==> src/rtl/hr_bridge_fifo.sv <==
// Transfer buffer behind one hierarchical-ring bridge FIFO port: stores pushed flits,
// presents the head flit, drives a registered bfull with skid slack and sticky error flags.
module hr_bridge_fifo #(
  parameter int WIDTH = 144,
  parameter int DEPTH = 4,
  parameter int AW    = 2,
  parameter int SKID  = 1
) (
  input  logic             clk,
  input  logic             rst,
  input  logic             enQ_i,
  input  logic [WIDTH-1:0] data_i,
  input  logic             deQ_i,
  output logic [WIDTH-1:0] data_o,
  output logic             bfull_o,
  output logic             empty_o,
  output logic [AW:0]      count_o,
  output logic             ovf_o,
  output logic             udf_o
);

  localparam logic [AW:0]   DEPTH_L   = (AW+1)'(DEPTH);
  localparam logic [AW:0]   SKID_L    = (AW+1)'(SKID);
  localparam logic [AW:0]   CNT_ONE_L = (AW+1)'(1);
  localparam logic [AW-1:0] PTR_ONE_L = AW'(1);

  logic [WIDTH-1:0] mem_r [DEPTH];
  logic [AW-1:0]    wp_r;
  logic [AW-1:0]    rp_r;
  logic [AW:0]      cnt_r;
  logic             bfull_r;
  logic             ovf_r;
  logic             udf_r;

  logic             pop_s;
  logic             psh_s;
  logic [AW:0]      cnt_nxt_s;

  // Accept/reject decisions and next occupancy; a pop on an empty queue never
  // falls through to a same-cycle push.
  always_comb begin
    pop_s = deQ_i & (cnt_r != {(AW+1){1'b0}});
    psh_s = enQ_i & ((cnt_r < DEPTH_L) | pop_s);
    case ({psh_s, pop_s})
      2'b10:   cnt_nxt_s = cnt_r + CNT_ONE_L;
      2'b01:   cnt_nxt_s = cnt_r - CNT_ONE_L;
      default: cnt_nxt_s = cnt_r;
    endcase
  end

  // Flit storage; contents are deliberately left unreset.
  always_ff @(posedge clk) begin
    if (psh_s) begin
      mem_r[wp_r] <= data_i;
    end
  end

  // Pointers, occupancy, registered bfull and sticky protocol-error flags.
  always_ff @(posedge clk or negedge rst) begin
    if (!rst) begin
      wp_r    <= {AW{1'b0}};
      rp_r    <= {AW{1'b0}};
      cnt_r   <= {(AW+1){1'b0}};
      bfull_r <= 1'b0;
      ovf_r   <= 1'b0;
      udf_r   <= 1'b0;
    end else begin
      if (psh_s) begin
        wp_r <= wp_r + PTR_ONE_L;
      end
      if (pop_s) begin
        rp_r <= rp_r + PTR_ONE_L;
      end
      cnt_r   <= cnt_nxt_s;
      // cnt_nxt_s never exceeds DEPTH, so the subtraction cannot wrap.
      bfull_r <= ((DEPTH_L - cnt_nxt_s) <= SKID_L);
      if (enQ_i && !psh_s) begin
        ovf_r <= 1'b1;
      end
      if (deQ_i && !pop_s) begin
        udf_r <= 1'b1;
      end
    end
  end

  // Head flit from registered state only; an all-zero flit marks "nothing valid".
  always_comb begin
    if (cnt_r != {(AW+1){1'b0}}) begin
      data_o = mem_r[rp_r];
    end else begin
      data_o = {WIDTH{1'b0}};
    end
  end

  assign bfull_o = bfull_r;
  assign empty_o = (cnt_r == {(AW+1){1'b0}});
  assign count_o = cnt_r;
  assign ovf_o   = ovf_r;
  assign udf_o   = udf_r;

endmodule

==> config.mk <==
export PLATFORM = sky130hd
export DESIGN_NAME = hr_bridge_fifo
export DESIGN_NICKNAME = d
export VERILOG_FILES = /design/src/rtl/hr_bridge_fifo.sv
export SDC_FILE = /design/constraint.sdc
export NUM_CORES = 1
export LEC_CHECK = 0
export BUFFER_PORTS_ARGS = -buffer_cell sky130_fd_sc_hd__buf_2
export CORE_UTILIZATION = 45
export DETAILED_ROUTE_END_ITERATION = 10
export PLACE_DENSITY = 0.7
export SYNTH_ARGS = -nofsm -noshare
export SYNTH_HDL_FRONTEND = slang
export SYNTH_SLANG_ARGS = --single-unit
export TNS_END_PERCENT = 50
==> constraint.sdc <==
create_clock -name clk -period 14.1 [get_ports clk]
set_clock_uncertainty 0.2 [all_clocks]
set_input_delay 0.705 -clock clk [delete_from_list [all_inputs] [get_ports clk]]
set_output_delay 0.705 -clock clk [all_outputs]
set_load 0.02 [all_outputs]
Word level (Yosys, flattened, before mapping)
Memories as Yosys holds them, arrays and structs flattened. Index checks and enable logic that the tools add are counted.

Flip-flop bits (word level): 10. RAM bits: 576. Input port bits: 148. Logic and storage cells: 29. Memories kept: 1.

Memory list: mem_r (depth 4, width 144, rd ports 1, clocked after Yosys merged registers in 0, wr ports 1, line 27) `logic [WIDTH-1:0] mem_r [DEPTH];`.

Add/subtract/negate cells: 5. Order comparisons: 2. Eq/ne operators: 2. Mux-type cells: 4. Bitwise operators: 3. Reductions and logical operators: 6.

Operator list (count): $mux W144 (1); $pmux W3 S2 (1); $add A2 B1 Y2 const B (2); $add A3 B1 Y3 const B (1); $le A3 B1 Y1 const B (1); $logic_not A3 Y1 (1); $lt A3 B3 Y1 const B (1); $reduce_bool A3 Y1 (1); $sub A3 B1 Y3 const B (1); $sub A3 B3 Y3 const A (1); $and A1 B1 Y1 (2); $eq A2 B1 Y1 const B (1); $eq A2 B2 Y1 const B (1); $logic_and A1 B1 Y1 (2); $logic_not A1 Y1 (2); $mux W1 (2); $or A1 B1 Y1 (1).

Depth between registers and ports, before layout
Word-level depth: 8. Mapped depth: 12. Depth with buffers taken out: 11.

Worst setup path before layout
OpenSTA, ideal clock, no wires.

Kind: in2reg. Start point: input deQ_i. End point: memory mem_r[0][0], enable pin. Setup time: 0.522 ns. Arrival: 4.258 ns. Data required time: 13.378 ns. Slack: 9.120 ns. Stages on the path: 2. Buffers on the path: 0. Path through: nand2b_1 > and3_1.

Word-level cells in the longest chain between the ends: 5.

RTL lines: start, declared (line 13) `input logic deQ_i,`; $and A1 B1 Y1 (line 42) `pop_s = deQ_i & (cnt_r != {(AW+1){1'b0}});`; $or A1 B1 Y1 (line 43) `psh_s = enQ_i & ((cnt_r < DEPTH_L) | pop_s);`; $and A1 B1 Y1 (line 43); $mux W1 (line 53) `if (psh_s) begin`; $mux W1 (not written as such) (line 54) `mem_r[wp_r] <= data_i;`; end, declared (line 27).

No other way between the ends.

Final worst setup path
Start point: register rp_r[1]. End point: output data_o[78].

Word-level cells in the longest chain between the ends: 2.

RTL lines: start, declared (line 29) `logic [AW-1:0] rp_r;`; start signal, assigned (line 62) `rp_r <= {AW{1'b0}};`; start signal, assigned (line 72) `rp_r <= rp_r + PTR_ONE_L;`; $mem_v2 Z4 W144; $mux W144 (line 88) `if (cnt_r != {(AW+1){1'b0}}) begin`; end, declared (line 14) `output logic [WIDTH-1:0] data_o,`.

No other way between the ends.

==> results by group <==
Floorplan
  • Initial Utilization: 45.8%
  • Total die area: 0.0508 mm²
  • Row count: 81
  • Die width: 225 µm
  • Area of the core: 0.0491 mm²
  • Io pins: 299
  • Die height: 225 µm

Worst setup path
  • Startpoint class of the critical path: register
  • Crit-path max cell delay: 0.92 ns
  • CP startpoint: rp_r[1]$_DFFE_PN0P_
  • CP Buf/Inv Count: 3
  • Reg2reg start: count_o[2]$_DFF_PN0_
  • CP max-delay cell: dfrtp_4
  • Most used cell, CP: buf_4
  • Worst Path Required: 13.19 ns
  • Crit-path cells: buf_4, buf_4, mux4_2, and2_1, buf_2
  • CP top delay family: buffers and inverters
  • Crit end category: primary output
  • Arr. time, crit path: 3.78 ns
  • Reg2Reg Setup Slack: 10.45 ns
  • Crit Path Class: reg2out
  • Crit Path Max Fanout: 55

Route
  • DRC Markers: 0
  • Routed wl met3: 3480 µm
  • Via count: 10,400
  • WL met2: 21,500 µm
  • DR iter-0 viols: 541
  • Met1 Wirelength: 17,400 µm
  • Pre-Repair DR Iteration Count: 5
  • Avg WL per Cell: 21.5 µm
  • Via/cell ratio: 5.18
  • Max Used Layer: met5
  • Drt total wl: 43,100 µm
  • DRT antenna net count: 0

Clocking
  • Post-CTS Hold Fix Bufs: 1
  • Clock Root Buffer: clkbuf_16
  • TritonCTS clock tree: yes
  • CTS Buffer Depth: 3
  • TritonCTS Buffers: 57
  • Post-CTS setup buffer count: 0
  • Post-CTS sizing: 0
  • Clk_lat worst skew: 0.60 ns
  • H-tree depth: 2
  • Worst-path clk slew: 0.06 ns
  • CTS Sinks: 586

Yosys
  • Mapped Cells: 974
  • Synth warn: 0
  • Synth area leaders: edfxtp_1 77%, mux4_2 14%, and2_1 4.1%
  • Fraction of registers with async set/reset: 1.71%
  • Net count after synthesis: 1,130
  • Leading area contributor after synthesis: edfxtp_1
  • List of most frequent post-synthesis cells: 576 x edfxtp_1, 146 x and2_1, 144 x mux4_2
  • Syn avg cell area: 23.1 µm²
  • Synth top area share: 77.0%
  • Yosys cell types: 28
  • Number of flops mapped to enable cells by yosys: 576
  • Sequential element share of the synthesized area: 78.1%
  • Synthesized area: 0.0225 mm²
  • #FFs+latches synth: 586
  • Most used DFF post-synth: edfxtp_1
  • Dominant cell by count in the synthesized netlist: edfxtp_1

Place
  • Placed insts: 1,901
  • GP Congestion: 0.723
  • PortBufs: 298
  • Dpl hpwl: 25,300 µm

Pwr
  • Max rail drop VDD: 0.136 mV
  • Switch Pwr: 1.91 mW
  • Combinational power share: 35.0%
  • Flop pwr share: 40.4%
  • Sw frac: 32.9%
  • LEAKAGE: 8.97 nW
  • PwrDens: 220 mW/mm²
  • P_int: 3.88 mW
  • Clock power share: 24.6%

Min path
  • Hold Startpoint: data_i[81]
  • Hold Path Class: in2reg

Final layout
  • Area grow syn2layout: 17.0%
  • Filler instances: 3,820
  • Fin cells: 2,007
  • Share of cells above drive strength 1: 40.8%
  • Multi-input gate area: 0.00449 mm²
  • Register area: 0.0176 mm²
  • Final nets: 1,453

STA
  • RSZ-0062 raised after global routing: no
  • Minimum clock period: 4.69 ns
  • Setup violators final: 0
  • Total negative slack: 0 ns
  • Slew @ Worst Pin: 0.987 ns
  • F_max: 0.213 GHz
  • Final Hold Viols: 0
  • Post-route clock period utilization: 33.3%
  • Rel. slew slack: 34.2%
  • Slew Viols, Final: 0

Outcome
  • Outcome: finished clean

Global route
  • Initial antenna violation count: 11
  • GRT Overall Usage: 17.1%
  • Total gr overflow: 0
  • First-pass GRT wire length: 65,000 µm
  • Pin count of the biggest net entering global routing: 78
  • Number of global-route vias before repair: 11,100

Job
  • Max_cap viols: 0
final cells by class:
cell class / count / area share [%]
Multi-Input combinational cell: 328 / 17.1
Inverter: 11 / 0.157
Antenna cell: 2 / 0.0190
Tap cell: 664 / 3.16
Timing Repair Buffer: 313 / 6.11
Clock inverter: 33 / 0.904
Sequential cell: 586 / 66.8
Clock buffer: 70 / 5.77
through the flow:
| stage | total power [mW] | setup slack (ns) | hold WS, ns | cell area, µm² | utilization (%) |
|---|---|---|---|---|---|
| 5_1_grt | 6.08 | 9.20 | 0.0865 | 26300 | 53.6 |
| 4_1_cts | 5.89 | 9.27 | 0.0679 | 26300 | 53.6 |
| 6_report | 5.79 | 9.41 | 0.115 | 26300 | 53.6 |
| 3_3_place_gp | 4.44 | 9.90 | 0.236 | 24500 | 50.0 |
| 2_1_floorplan | 3.89 | 9.12 | 0.209 | 22500 | - |
| 3_5_place_dp | 4.46 | 9.92 | 0.268 | 24500 | 50.0 |
cell families (layout without fill, tap and decap cells):
logic type / count (synthesis) / after routing / share of synthesized area (%)
AOI/OAI and AO/OA: 7 / 7 / 0.189
other: 0 / 2 / 0
xor gates and xnor gates: 6 / 6 / 0.234
and+or+nand+nor: 162 / 162 / 4.49
DFF: 586 / 586 / 78.1
buffers and inverters: 60 / 427 / 1.99
muxes: 145 / 145 / 14.5
adders and majority gates: 8 / 8 / 0.479
routing by layer:
layer  global-route usage (%)  vias to the layer above
met2                     28.3                      279
met3                     5.85                       63
met5                        0                        -
met1                     21.6                     5401
met4                     4.54                       18
li1                         -                     4626
state kept, by name (all words and copies together), names as in the netlist:
name	cells
bfull_o	1
mem_r	576
wp_r	2
udf_o	1
rp_r	2
ovf_o	1
count_o	3
power groups by stage:
stage / clock network (mW) / logic, mW / registers [mW]
after floorplan: 0 / 1.53 / 2.36
after global placement: 0 / 2.08 / 2.36
after detailed placement: 0 / 2.08 / 2.38
after CTS: 1.46 / 2.08 / 2.34
after global routing: 1.52 / 2.20 / 2.36
final: 1.42 / 2.03 / 2.34
cell usage in the layout (no fill, tap or decap), types with 5 or more instances in the layout:
master / Yosys / layout
dfrtp_1: 10 / 8
edfxtp_1: 576 / 576
clkbuf_1: 14 / 11
clkinv_1: 0 / 9
clkinv_2: 0 / 12
buf_4: 0 / 14
inv_1: 11 / 11
and2_1: 146 / 146
mux4_2: 144 / 144
buf_2: 12 / 298
clkinvlp_4: 0 / 5
ha_1: 7 / 7
clkbuf_16: 0 / 59
final timing paths:
path,end,depth (start not counted)
setup / recovery,data_o[78],5
hold / removal,mem_r[2][81]$_DFFE_PP_,1
setup reg to reg,bfull_o$_DFF_PN0_,10
hold reg to reg,udf_o$_DFFE_PN0P_,1
max in group asynchronous,rp_r[1]$_DFFE_PN0P_,2
min in group asynchronous,bfull_o$_DFF_PN0_,2
Note: power is estimated with default switching activity, not from simulation.
